### config.mk
export PLATFORM = sky130hd
export DESIGN_NAME = ars_bk_shift_pipe
export DESIGN_NICKNAME = d
export VERILOG_FILES = /design/src/rtl/ars_bk_shift_pipe.sv
export SDC_FILE = /design/constraint.sdc
export NUM_CORES = 1
export LEC_CHECK = 0
export BUFFER_PORTS_ARGS = -buffer_cell sky130_fd_sc_hd__buf_2
export CAP_MARGIN = 5
export CORE_AREA = 2 2 165 167
export DETAILED_ROUTE_END_ITERATION = 7
export DIE_AREA = 0 0 167 169
export PLACE_DENSITY = 0.73
export SYNTH_ARGS = -nofsm -noshare
export SYNTH_HDL_FRONTEND = slang
export SYNTH_SLANG_ARGS = --single-unit
export TNS_END_PERCENT = 50
### constraint.sdc
create_clock -name clk -period 2.35 [get_ports clk]
set_input_delay 0.1175 -clock clk [delete_from_list [all_inputs] [get_ports clk]]
set_output_delay 0.1175 -clock clk [all_outputs]
set_load 0.02 [all_outputs]
### src/rtl/ars_bk_shift_pipe.sv
// Iterative SMS4 block-state shift register: load a block, shift in one round word per cycle,
// then hand the final block out over ready/valid. Define ARS_BK_SHIFT_REVERSE_EN to word-reverse block_out.
module ars_bk_shift_pipe #(
    parameter int unsigned BWIDTH  = 32,
    parameter int unsigned NWORDS  = 4,
    parameter int unsigned NROUNDS = 32,
    parameter int unsigned CNTW    = 6
) (
    input  logic                      clk,
    input  logic                      rst,
    input  logic                      in_valid,
    output logic                      in_ready,
    input  logic [NWORDS*BWIDTH-1:0]  block_in,
    input  logic [BWIDTH-1:0]         round_word,
    output logic [NWORDS*BWIDTH-1:0]  x_out,
    output logic [CNTW-1:0]           round_idx,
    output logic                      out_valid,
    input  logic                      out_ready,
    output logic [NWORDS*BWIDTH-1:0]  block_out
);

    localparam logic [CNTW-1:0] LastIdx = CNTW'(NROUNDS - 1);

    typedef enum logic [1:0] {StIdle, StRun, StDone} state_e;

    state_e                      state_q;
    logic [BWIDTH-1:0]           x_q [NWORDS];
    logic [BWIDTH-1:0]           x_shift [NWORDS];
    logic [CNTW-1:0]             idx_q;
    logic                        in_ready_q;
    logic                        out_valid_q;
    logic [NWORDS*BWIDTH-1:0]    block_out_q;
    logic [NWORDS*BWIDTH-1:0]    final_blk;

    always_comb begin
        for (int i = 0; i < NWORDS - 1; i++) begin
            x_shift[i] = x_q[i + 1];
        end
        x_shift[NWORDS-1] = round_word;
    end

    // Word 0 sits in the MSBs of every packed view.
    always_comb begin
        x_out     = '0;
        final_blk = '0;
        for (int i = 0; i < NWORDS; i++) begin
            x_out[(NWORDS-i)*BWIDTH-1 -: BWIDTH] = x_q[i];
`ifdef ARS_BK_SHIFT_REVERSE_EN
            final_blk[(NWORDS-i)*BWIDTH-1 -: BWIDTH] = x_shift[NWORDS-1-i];
`else
            final_blk[(NWORDS-i)*BWIDTH-1 -: BWIDTH] = x_shift[i];
`endif
        end
    end

    always_ff @(posedge clk) begin
        if (rst) begin
            state_q     <= StIdle;
            for (int i = 0; i < NWORDS; i++) begin
                x_q[i] <= '0;
            end
            idx_q       <= '0;
            in_ready_q  <= 1'b0;
            out_valid_q <= 1'b0;
            block_out_q <= '0;
        end else begin
            unique case (state_q)
                StIdle: begin
                    in_ready_q <= 1'b1;
                    if (in_valid && in_ready_q) begin
                        for (int i = 0; i < NWORDS; i++) begin
                            x_q[i] <= block_in[(NWORDS-i)*BWIDTH-1 -: BWIDTH];
                        end
                        idx_q      <= '0;
                        in_ready_q <= 1'b0;
                        state_q    <= StRun;
                    end
                end
                StRun: begin
                    x_q <= x_shift;
                    // Index saturates on the last round so it never reaches NROUNDS.
                    if (idx_q == LastIdx) begin
                        out_valid_q <= 1'b1;
                        block_out_q <= final_blk;
                        state_q     <= StDone;
                    end else begin
                        idx_q <= idx_q + CNTW'(1);
                    end
                end
                StDone: begin
                    if (out_ready) begin
                        out_valid_q <= 1'b0;
                        idx_q       <= '0;
                        in_ready_q  <= 1'b1;
                        state_q     <= StIdle;
                    end
                end
                default: state_q <= StIdle;
            endcase
        end
    end

    assign in_ready  = in_ready_q;
    assign round_idx = idx_q;
    assign out_valid = out_valid_q;
    assign block_out = block_out_q;

endmodule

==> impl_metrics.csv <==
group,metric,value,unit
layout,diodes,0,
die,dieHeight,169,um
global_routing,track_usage,27.6,%
timing,min_period,2.16,ns
yosys,yosys_warnings,0,
yosys,synth_area,0.0104,sq mm
clock_tree,cts-htree-levels,1,
global_routing,grt_max_degree,111,
worst_setup_path,cp.required,2.83,ns
clock_tree,clk_pin_slew,0.07,ns
clock_tree,tritoncts,"built",
hold_path,holdPathStages,2,
die,die_w,167,um
route,met1Wirelength,16.4,mm
worst_setup_path,worstPathMaxFanout,110,
pwr,powerDensity,754,mW/mm^2
die,initial_utilization,39.4,%
route,via_count,11756,
route,drt_first_pass_iters,6,
global_routing,grt_pass1_vias,11178,
placement,place.port_buffers,427,
timing,final_hold_viol_count,0,
worst_setup_path,r2r-start,"state_q[1]",
layout,final_nets,2020,
layout,syn2layout_area_growth,46.5,%
placement,dp_cells,2000,
route,highest_layer,"met4",
hold_path,min_path_type,"input port to flop",
placement,dp.final_hpwl,27.1,mm
die,core_area,0.0265,sq mm
layout,drive_gt1_share,26.3,%
route,drt_iter0_drc,1050,
die,ioPinCount,428,
worst_setup_path,end_kind,"flop",
worst_setup_path,critical_path_class,"flop to flop",
route,wirelength,41.5,mm
clock_tree,clock-sinks,266,
worst_setup_path,cp-start-kind,"flop",
yosys,syn_avg_cell_area,7.83,sq um
clock_tree,clk_path_buf_depth,3,
pwr,ir_drop,0.000565,V
yosys,ys_seq_elements,266,
worst_setup_path,reg2reg_depth,5,
timing,max_freq,463,MHz
route,via_per_inst,5.31,
yosys,synthCells,1332,
die,num_rows,60,
layout,fin_cells,2216,
route,drcViolationCount,0,
timing,rsz0062_at_grt,"false",
global_routing,overflow,0,
clock_tree,clk_latency,0.53,ns
route,met2_length,20.1,mm
hold_path,min_from,"rst",
timing,tns,0,ns
worst_setup_path,cp-startpoint,"state_q[1]",
placement,place.gp.congestion,0.873,
route,wl_per_cell,18.7,um
yosys,ys_types,30,
clock_tree,post_cts_buffers,0,
timing,worstMarginPinSlew,0.547,ns
flow_run,max-cap-violations,0,
timing,setup_viol,0,
timing,layout_worst_path_cycle_share,92.0,%
layout,register_area,0.00533,sq mm
pwr,p_leak,6.70,nW
timing,slew_violations,0,
yosys,synth_fp_nets,1497,
clock_tree,cts_root_buffer,"clkbuf_16",
die,die-area,0.0282,sq mm
yosys,ys_seq_area_share,51.0,%
route,wl_met3,3.43,mm
worst_setup_path,arrival,2.64,ns
timing,skew,0.00902,ns
timing,slew_headroom,63.5,%
global_routing,antenna_found_initial,0,
route,ant_nets,0,
layout,multiInputGateArea,0.00449,sq mm
clock_tree,numCtsBuffers,28,
layout,fillCellCount,2281,
global_routing,grt_pass1_wl,62.3,mm
outcome,status,"finished, final reports clean",
## metal layers
layer  up-vias  track usage, %
li1       5546               -
met1      5468            34.5
met2       625            47.7
met3       117            4.89
met4         0            10.3
met5         -               0
## final cells by class
type	instances	share of cell area, %
clock buffers	41	5.30
flip-flops and latches	266	34.9
multi-input cells	947	29.4
repair buffers	610	26.8
inverters	2	0.0491
clock inverters	9	0.786
well taps	341	2.79
## worst paths after layout
path	endpoint	slack [ns]
worst max-delay path	x_out[31]	0.19
worst min-delay path	block_out[127]	0.04
worst max register to register	x_out[31]	0.19
worst min register to register	block_out[5]	0.45
## metrics by stage
stage	setup slack (ns)	hold WS [ns]	util, %	power [mW]	instance area, sq um
final	0.188	0.0407	57.7	11.5	15300
after global routing	0.0541	0.0423	57.7	11.9	15300
after CTS	0.0712	0.0150	57.6	11.6	15300
after detailed placement	0.419	0.361	47.8	6.83	12700
after global placement	0.538	0.347	47.8	6.80	12700
after floorplan	0.573	0.233	-	6.07	10400
## layout by cell type (no fill, tap or decap), drive strengths merged, types with 2 or more instances in the layout
cell type | synthesis | final
nand2 | 515 | 515
buf | 65 | 444
dfxtp | 266 | 266
dlygate4sd3 | 0 | 166
a21oi | 135 | 135
nor2 | 133 | 133
a311oi | 129 | 129
clkbuf | 52 | 41
o21ai | 6 | 6
clkinv | 0 | 6
nor3 | 5 | 5
nand3 | 4 | 4
and3 | 3 | 3
bufinv | 0 | 3
nand3b | 2 | 2
a31oi | 2 | 2
inv | 2 | 2
nand2b | 2 | 2
or3 | 2 | 2
## critical path, cell delays in order, from the launching register on
cell and delay (ns):
dfxtp_2 0.47, nand2b_4 0.22, buf_16 0.38, nand2_1 0.11, a311oi_1 0.26, dlygate4sd3_1 0.57
## what timing repair did
action	4_1_cts	5_1_grt
setup endpoints to repair	0	3
hold buffers	166	0
hold endpoints to repair	163	0
gates resized for setup	0	4
## cell usage after synthesis
cell      number  share of area, %
dfxtp_1      266                51
nand3b_1       2              0.14
or3_1          1             0.060
a311oi_1     129                11
nand3_1        4              0.19
nor2_1       133               4.8
nand2_1      515                19
a21oi_1      135               6.5
buf_2         39               1.9
or3_4          1              0.11
and3b_1        1             0.084
nand2b_4       1              0.13
o31ai_1        1             0.072
buf_4         13              0.94
a31oi_1        2              0.12
o21a_1         1             0.072
and3_1         3              0.18
buf_6         12               1.3
o311ai_0       1             0.084
nand4b_1       1             0.084
and2_1         1             0.060
clkbuf_1      52               1.9
nor2b_1        1             0.060
o21ai_0        6              0.29
o2111a_1       1              0.11
nand2b_1       1             0.060
inv_1          2             0.072
nor3_1         5              0.24
ha_1           1              0.12
buf_1          1             0.036
## cells by family (layout without fill, tap and decap cells)
family	after synthesis	count (layout)	share of synthesized area, %
adders and majority gates	1	1	0.120
AOI/OAI and AO/OA	276	276	18.0
buffers and inverters	119	662	6.08
DFF	266	266	51.0
and+or+nand+nor	670	670	24.7
## sequential cells by signal, indices dropped and copies added (netlist names)
name and cells:
block_out 128, x_out 128, round_idx 6, state_q 2
in_ready 1, out_valid 1
## power by group
group | switching (mW) | total [mW] | leakage (nW) | internal (mW)
clock network | 1.83 | 4.54 | 0.461 | 2.70
registers | 0.359 | 5.13 | 2.17 | 4.77
logic | 1.10 | 1.86 | 4.07 | 0.753
No activity file was read; power rests on OpenSTA's default activity.
